<file path="src/rtl/wfifo_ingress_if.sv">
// Bundles the ingress handshake and the FIFO write-side signals of wfifo_ingress.
// slave is the ingress block's view; master is the view of whatever surrounds it.
interface wfifo_ingress_if #(
  parameter int ADDRSIZE = 4,
  parameter int DSIZE    = 8
);
  logic                s_valid;
  logic [DSIZE-1:0]    s_data;
  logic                s_ready;
  logic                winc;
  logic [DSIZE-1:0]    wdata;
  logic                wfull;
  logic [ADDRSIZE:0]   wptr;
  logic [ADDRSIZE:0]   rptr;
  logic [ADDRSIZE:0]   wq2_rptr;
  logic [ADDRSIZE:0]   wlevel;
  logic                walmost_full;

  modport slave (
    input  s_valid, s_data, wfull, wptr, rptr,
    output s_ready, winc, wdata, wq2_rptr, wlevel, walmost_full
  );

  modport master (
    output s_valid, s_data, wfull, wptr, rptr,
    input  s_ready, winc, wdata, wq2_rptr, wlevel, walmost_full
  );
endinterface

</file>
<file path="src/rtl/wfifo_ingress.sv">
// Write-side ingress of an async FIFO: a two-entry skid buffer feeding the write port,
// plus read-pointer synchronization and a registered fill level / almost-full flag.
module wfifo_ingress #(
  parameter int ADDRSIZE = 4,
  parameter int DSIZE    = 8,
  parameter int AF_LEVEL = 12
) (
  input  logic           wclk,
  input  logic           wrst_n,
  wfifo_ingress_if.slave bus
);

  typedef enum logic [1:0] {EMPTY, ONE, TWO} state_t;

  localparam logic [ADDRSIZE:0] AF_THR = AF_LEVEL[ADDRSIZE:0];

  logic [ADDRSIZE:0] wq1;
  logic [ADDRSIZE:0] wq2;
  logic [ADDRSIZE:0] rbin;
  logic [ADDRSIZE:0] wbin;
  logic [ADDRSIZE:0] level_next;
  logic [ADDRSIZE:0] wlevel_q;
  logic              walmost_full_q;

  state_t            state;
  state_t            state_next;
  logic [DSIZE-1:0]  main_data;
  logic [DSIZE-1:0]  skid_data;
  logic              main_valid;
  logic              s_ready_q;
  logic              accept;
  logic              drain;
  logic              load_main_in;
  logic              load_main_skid;
  logic              load_skid;

  function automatic logic [ADDRSIZE:0] gray2bin(input logic [ADDRSIZE:0] g);
    logic [ADDRSIZE:0] b;
    b[ADDRSIZE] = g[ADDRSIZE];
    for (int i = ADDRSIZE - 1; i >= 0; i--) begin
      b[i] = b[i+1] ^ g[i];
    end
    return b;
  endfunction

  // rptr enters wq1 directly so the first flop is the only one that can go metastable
  always_ff @(posedge wclk or negedge wrst_n) begin
    if (!wrst_n) begin
      wq1 <= '0;
      wq2 <= '0;
    end else begin
      wq1 <= bus.rptr;
      wq2 <= wq1;
    end
  end

  assign rbin       = gray2bin(wq2);
  assign wbin       = gray2bin(bus.wptr);
  assign level_next = wbin - rbin;

  always_ff @(posedge wclk or negedge wrst_n) begin
    if (!wrst_n) begin
      wlevel_q       <= '0;
      walmost_full_q <= 1'b0;
    end else begin
      wlevel_q       <= level_next;
      walmost_full_q <= (level_next >= AF_THR);
    end
  end

  assign bus.wq2_rptr     = wq2;
  assign bus.wlevel       = wlevel_q;
  assign bus.walmost_full = walmost_full_q;

  assign main_valid = (state != EMPTY);
  assign accept     = bus.s_valid & s_ready_q;
  assign drain      = main_valid & ~bus.wfull;

  always_comb begin
    state_next     = state;
    load_main_in   = 1'b0;
    load_main_skid = 1'b0;
    load_skid      = 1'b0;
    unique case (state)
      EMPTY: begin
        if (accept) begin
          state_next   = ONE;
          load_main_in = 1'b1;
        end
      end
      ONE: begin
        if (accept && drain) begin
          load_main_in = 1'b1;
        end else if (accept) begin
          state_next = TWO;
          load_skid  = 1'b1;
        end else if (drain) begin
          state_next = EMPTY;
        end
      end
      TWO: begin
        if (drain) begin
          state_next     = ONE;
          load_main_skid = 1'b1;
        end
      end
      default: state_next = EMPTY;
    endcase
  end

  // s_ready is a flop on the next state, so it stays low for the first edge out of reset
  always_ff @(posedge wclk or negedge wrst_n) begin
    if (!wrst_n) begin
      state     <= EMPTY;
      s_ready_q <= 1'b0;
    end else begin
      state     <= state_next;
      s_ready_q <= (state_next != TWO);
    end
  end

  always_ff @(posedge wclk or negedge wrst_n) begin
    if (!wrst_n) begin
      main_data <= '0;
      skid_data <= '0;
    end else begin
      if (load_main_in) begin
        main_data <= bus.s_data;
      end else if (load_main_skid) begin
        main_data <= skid_data;
      end
      if (load_skid) begin
        skid_data <= bus.s_data;
      end
    end
  end

  assign bus.winc    = drain;
  assign bus.wdata   = main_data;
  assign bus.s_ready = s_ready_q;

endmodule

</file>
<file path="src/flat_wrapper.sv">
// flat-port wrapper written by rule: the top's interface ports become plain ports
module wfifo_ingress_flat 
#(
  parameter int ADDRSIZE = 4,
  parameter int DSIZE    = 8,
  parameter int AF_LEVEL = 12
)
  (wclk, wrst_n, bus_s_valid, bus_s_data, bus_wfull, bus_wptr, bus_rptr, bus_s_ready, bus_winc, bus_wdata, bus_wq2_rptr, bus_wlevel, bus_walmost_full);
  wfifo_ingress_if #(.ADDRSIZE(ADDRSIZE), .DSIZE(DSIZE)) bus_i ();
  input  logic wclk;
  input  logic wrst_n;
  input wire logic [$bits(bus_i.s_valid)-1:0] bus_s_valid;
  input wire logic [$bits(bus_i.s_data)-1:0] bus_s_data;
  input wire logic [$bits(bus_i.wfull)-1:0] bus_wfull;
  input wire logic [$bits(bus_i.wptr)-1:0] bus_wptr;
  input wire logic [$bits(bus_i.rptr)-1:0] bus_rptr;
  output wire logic [$bits(bus_i.s_ready)-1:0] bus_s_ready;
  output wire logic [$bits(bus_i.winc)-1:0] bus_winc;
  output wire logic [$bits(bus_i.wdata)-1:0] bus_wdata;
  output wire logic [$bits(bus_i.wq2_rptr)-1:0] bus_wq2_rptr;
  output wire logic [$bits(bus_i.wlevel)-1:0] bus_wlevel;
  output wire logic [$bits(bus_i.walmost_full)-1:0] bus_walmost_full;
  assign bus_i.s_valid = bus_s_valid;
  assign bus_i.s_data = bus_s_data;
  assign bus_i.wfull = bus_wfull;
  assign bus_i.wptr = bus_wptr;
  assign bus_i.rptr = bus_rptr;
  assign bus_s_ready = bus_i.s_ready;
  assign bus_winc = bus_i.winc;
  assign bus_wdata = bus_i.wdata;
  assign bus_wq2_rptr = bus_i.wq2_rptr;
  assign bus_wlevel = bus_i.wlevel;
  assign bus_walmost_full = bus_i.walmost_full;
  wfifo_ingress #(.ADDRSIZE(ADDRSIZE), .DSIZE(DSIZE), .AF_LEVEL(AF_LEVEL)) u_core (.wclk(wclk), .wrst_n(wrst_n), .bus(bus_i));
endmodule
</file>
<file path="config.mk">
export PLATFORM = sky130hd
export DESIGN_NAME = wfifo_ingress_flat
export DESIGN_NICKNAME = d
export VERILOG_FILES = /design/src/rtl/wfifo_ingress_if.sv /design/src/rtl/wfifo_ingress.sv /design/src/flat_wrapper.sv
export SDC_FILE = /design/constraint.sdc
export NUM_CORES = 1
export LEC_CHECK = 0
export CORE_MARGIN = 5
export CORE_UTILIZATION = 42
export CTS_BUF_LIST = sky130_fd_sc_hd__clkbuf_8 sky130_fd_sc_hd__clkbuf_16
export DETAILED_ROUTE_END_ITERATION = 10
export GPL_ROUTABILITY_DRIVEN = 0
export GPL_TIMING_DRIVEN = 0
export PLACE_DENSITY = 0.72
export SETUP_SLACK_MARGIN = 0.3
export SYNTH_ARGS = -nofsm -noshare
export SYNTH_HDL_FRONTEND = slang
export SYNTH_SLANG_ARGS = --single-unit
</file>
<file path="constraint.sdc">
create_clock -name wclk -period 7.22 [get_ports wclk]
set_clock_uncertainty 0.05 [all_clocks]
set_input_delay 1.444 -clock wclk [delete_from_list [all_inputs] [get_ports wclk]]
set_output_delay 1.444 -clock wclk [all_outputs]
set_load 0.05 [all_outputs]
</file>
# Yosys cells after proc, flatten, opt, wreduce, memory -nomap -nowiden
# Index checks and enable logic that the tools add are counted.
[word_totals]
reg_bits = 35
latchBits = 0
ram_bits = 0
mem_bits_ro = 0
output_inout_bits = 21
mem_count = 0
[op_classes]
add_sub_neg = 1
n_mul = 0
n_div = 0
order_cmp = 1
eq_ne = 3
shifts = 0
muxes = 15
bitwise_logic = 11
n_reduce_logical = 4
[op_table]
columns = ["op", "n"]
rows = [
  ["two-way mux 8 bit", 2],
  ["two-way mux 2 bit", 5],
  ["XOR 1 bit", 8],
  ["two-way mux 1 bit", 6],
  ["case mux 2 bit (3 select lines)", 1],
  ["greater-or-equal comparator 5 x 4 -> 1 bit, second input constant", 1],
  ["subtractor 5 bit", 1],
  ["nonzero test 2 bit", 2],
  ["bitwise AND 1 bit", 2],
  ["== test 2 x 1 -> 1 bit, second input constant", 1],
  ["== test 2 bit, second input constant", 1],
  ["zero test 2 bit", 1],
  ["inequality test 2 bit, second input constant", 1],
  ["case mux 1 bit (2 select lines)", 1],
  ["logical AND 1 bit", 1],
  ["inverter 1 bit", 1],
]

# Logic depth before layout (Yosys ltp)
[logic_depth]
ltp_word = 7
depth_mapped = 10

# Worst setup path after synthesis
# No wires, ideal clock.
[synth_path]
kind = "input -> output"
start = "input port bus_wfull"
end = "output port bus_winc"
arrival_ps = 2098
t_required_ps = 5726
slack_ps = 3628
path_stages = 1
path_cell_list = "nor2_1"
[synth_via]
elab_chain_cells = 2
[synth_lines]
columns = ["item", "line_no", "text"]
rows = [
  ["start, declared", "flat_wrapper.sv:14", "input wire logic [$bits(bus_i.wfull)-1:0] bus_wfull;"],
  ["inverter 1 bit", "wfifo_ingress.sv:77", "assign drain = main_valid & ~bus.wfull;"],
  ["bitwise AND 1 bit", "wfifo_ingress.sv:77", ""],
  ["end, declared", "flat_wrapper.sv:18", "output wire logic [$bits(bus_i.winc)-1:0] bus_winc;"],
]
# No other way between the ends.

# Worst setup path after layout
# Ends and elaborated chain as after synthesis.

==> insert_results.sql <==
INSERT INTO impl_metrics (metric_group, metric, value, unit) VALUES
('min_path', 'hold_class', 'flip-flop to flip-flop', ''),
('clocking', 'clock_latency_at_the_later_pin_of_the_worst_skew_pair', '0.28', 'ns'),
('place', 'placement.cell_area', '1990', 'um^2'),
('critical_path', 'critPathKind', 'primary input to primary output', ''),
('floorplanning', 'num_io_pins', '43', ''),
('floorplanning', 'fp.dieH', '70.1', 'um'),
('routing', 'viasPerCell', '4.69', ''),
('sta', 'timing.hold.ws', '0.298', 'ns'),
('routing', 'detailedRoute.firstPassIterationCount', '4', ''),
('place', 'numPortBuffers', '42', ''),
('pwr', 'cellPowerDensity', '406', 'nW/um^2'),
('clocking', 'clk_pin_slew_worst_paths', '0.06', 'ns'),
('sta', 'finalWorstPathRequiredPeriod', '4.38', 'ns'),
('floorplanning', 'core-area', '3420', 'um^2'),
('clocking', 'cts_setup_buffers', '0', ''),
('clocking', 'cts.path.max_buffers', '2', ''),
('finish', 'fin_util', '60.8', '%'),
('sta', 'finalMaxSlewViolations', '0', ''),
('grt', 'largest_net_degree_at_the_start_of_global_routing', '36', ''),
('routing', 'routed_wirelength', '2.62', 'mm'),
('yosys', 'netlist_instances', '108', ''),
('finish', 'nNetsFinal', '184', ''),
('sta', 'worst_slew_margin_rel', '51.7', '%'),
('critical_path', 'worst_endpoint_required_time', '5.73', 'ns'),
('critical_path', 'critical_path.endpoint_type', 'primary output', ''),
('clocking', 'numCtsBuffers', '5', ''),
('yosys', 'yosys_warnings', '0', ''),
('yosys', 'synth_cell_types', '24', ''),
('critical_path', 'cp-start-kind', 'primary input', ''),
('sta', 'unrepaired_setup_endpoints_after_global_routing', 'no', ''),
('clocking', 'clkSinkCount', '35', ''),
('critical_path', 'critPathArrivalTime', '2.88', 'ns'),
('routing', 'via_count', '953', ''),
('clocking', 'post_cts_resized', '0', ''),
('pwr', 'total_power', '842', 'uW'),
('yosys', 'synth-seq-cells', '35', ''),
('critical_path', 'worst-path-max-fanout', '6', ''),
('sta', 'max_slew.worst_pin.slew', '0.725', 'ns'),
('floorplanning', 'die_area', '4910', 'um^2'),
('sta', 'hold_viol', '0', ''),
('finish', 'ratio_of_cells_with_drive_above_1_in_the_final_layout', '18.5', '%'),
('finish', 'post-route-cell-area', '2080', 'um^2'),
('yosys', 'post_synthesis_cell_area', '1520', 'um^2'),
('clocking', 'ctsHoldBuffers', '0', ''),
('yosys', 'syn_area_per_cell', '14.0', 'um^2'),
('clocking', 'h-tree-depth', '2', ''),
('routing', 'drtIter0Drc', '36', ''),
('floorplanning', 'std_cell_rows', '21', ''),
('routing', 'drtAntennaViolNets', '0', ''),
('pwr', 'power.leakage', '0.000946', 'uW'),
('grt', 'grt.overflow.total', '0', ''),
('run_status', 'result_of_the_run', 'completed', ''),
('finish', 'antennaDiodeCount', '0', ''),
('run', 'maxCapViolCount', '0', ''),
('sta', 'setup-tns-final', '0', 'ns'),
('pwr', 'power.ir.vdd_worst', '169', 'uV'),
('finish', 'area_growth', '37.0', '%'),
('grt', 'first_global_vias', '1010', ''),
('sta', 'maxClockFrequency', '0.229', 'GHz'),
('floorplanning', 'chip_width', '70.1', 'um'),
('floorplanning', 'initial_core_util', '44.4', '%'),
('yosys', 'synth_seq_area_share', '57.8', '%'),
('grt', 'grt_pass1_wl', '4.56', 'mm'),
('routing', 'drt_drc_violations_left', '0', ''),
('sta', 'final_setup_violation_count', '0', ''),
('sta', 'final_min_period_over_clock_period', '60.6', '%'),
('clocking', 'tritoncts', 'done', ''),
('grt', 'grt_usage', '11.9', '%'),
('yosys', 'synth_nets', '135', ''),
('grt', 'number_of_antenna_violations_at_the_first_check_in_global_routing', '0', ''),
('clocking', 'cts-root-buf', 'clkbuf_8', ''),
('place', 'hpwl', '2.04', 'mm'),
('routing', 'post_drt_wl_per_cell', '12.9', 'um');
-- cells by family after synthesis --
| logic type | share of synthesized area (%) |
|---|---|
| flops | 57.8 |
| compound gates | 11.6 |
| xor+xnor | 11.1 |
| simple gates | 5.36 |
| mux | 7.43 |
| buf+inv | 2.15 |
| fa+ha+maj | 4.62 |
-- report_power, final --
part           leakage, uW  internal [uW]  total [uW]  switching, uW
logic             0.000484            162         409            246
clock network    0.0000470           74.6         136           61.4
registers         0.000414            265         297           32.2
-- area by class of cell --
type / instances / area [um^2]
fill: 285 / 1340
sequential: 35 / 876
multi-input combinational: 65 / 608
timing repair buffer: 42 / 415
clock buffer: 6 / 82.6
tap: 46 / 57.6
inverter: 6 / 22.5
buffer: 2 / 10.0
clock inverter: 1 / 5.00
-- synth_stat cells, drive strengths merged --
cell type | number | area share, %
xor2 | 6 | 5.4
o22ai | 1 | 0.41
nor2b | 2 | 0.82
nor3 | 2 | 1.4
a211oi | 1 | 0.50
inv | 6 | 1.5
a21oi | 3 | 0.99
fa | 1 | 1.3
buf | 2 | 0.66
nand2 | 2 | 0.50
dfrtp | 35 | 58
a22o | 8 | 4.6
ha | 4 | 3.3
xnor2 | 8 | 5.6
nand2b | 1 | 0.41
a21o | 9 | 4.5
a311o | 1 | 0.66
mux2 | 10 | 7.4
nor3b | 1 | 0.82
nor2 | 5 | 1.4
-- metal layers --
metal | vias to the layer above | global-route usage, % | share of wire (%)
li1 | 465 | - | -
met1 | 456 | 13.4 | 41
met2 | 25 | 20.5 | 53
met3 | 7 | 3.01 | 4.2
met4 | 0 | 6.38 | 2.3
met5 | - | 0 | 0
-- critical path, cell delays in order --
cell	delay, ns
clkdlybuf4s50_1	0.49
nor2_1	0.14
clkdlybuf4s50_1	0.81
-- layout by cell type, fill, tap and decap left out, drive strengths merged, types with 4 or more instances in the layout --
master | synthesis | final
a22o | 8 | 8
a21o | 9 | 9
clkbuf | 0 | 6
xor2 | 6 | 6
xnor2 | 8 | 8
mux2 | 10 | 10
clkdlybuf4s50 | 0 | 41
dfrtp | 35 | 35
nor2 | 5 | 5
ha | 4 | 4
inv | 6 | 6
-- final timing paths --
| check | to | cells past startpoint | start | slack, ns |
|---|---|---|---|---|
| worst max-delay path | bus_winc | 3 | bus_wfull | 2.84 |
| worst min-delay path | u_core.bus.wq2_rptr[1] | 0 | u_core.wq1[1] | 0.30 |
| worst max register to register | u_core.bus.walmost_full | 10 | u_core.bus.wq2_rptr[4] | 4.51 |
| worst min register to register | u_core.bus.wq2_rptr[1] | 0 | u_core.wq1[1] | 0.30 |
| max in group asynchronous | u_core.state[1] | 1 | wrst_n | 5.49 |
| min in group asynchronous | u_core.wq1[3] | 1 | wrst_n | 1.17 |
-- stage by stage --
step,worst slack (ns),cells
after floorplan,3.63,108
after global placement,2.86,196
after CTS,2.84,203
final,2.84,203
after detailed placement,2.85,196
after global routing,2.79,203
-- registers in the layout, indices dropped and copies added (netlist names) --
register                 count
u_core.bus.wq2_rptr          5
u_core.bus.wdata             8
u_core.state                 2
u_core.bus.s_ready           1
u_core.wq1                   5
u_core.bus.wlevel            5
u_core.bus.walmost_full      1
u_core.skid_data             8
(Power assumes the default switching activity.)
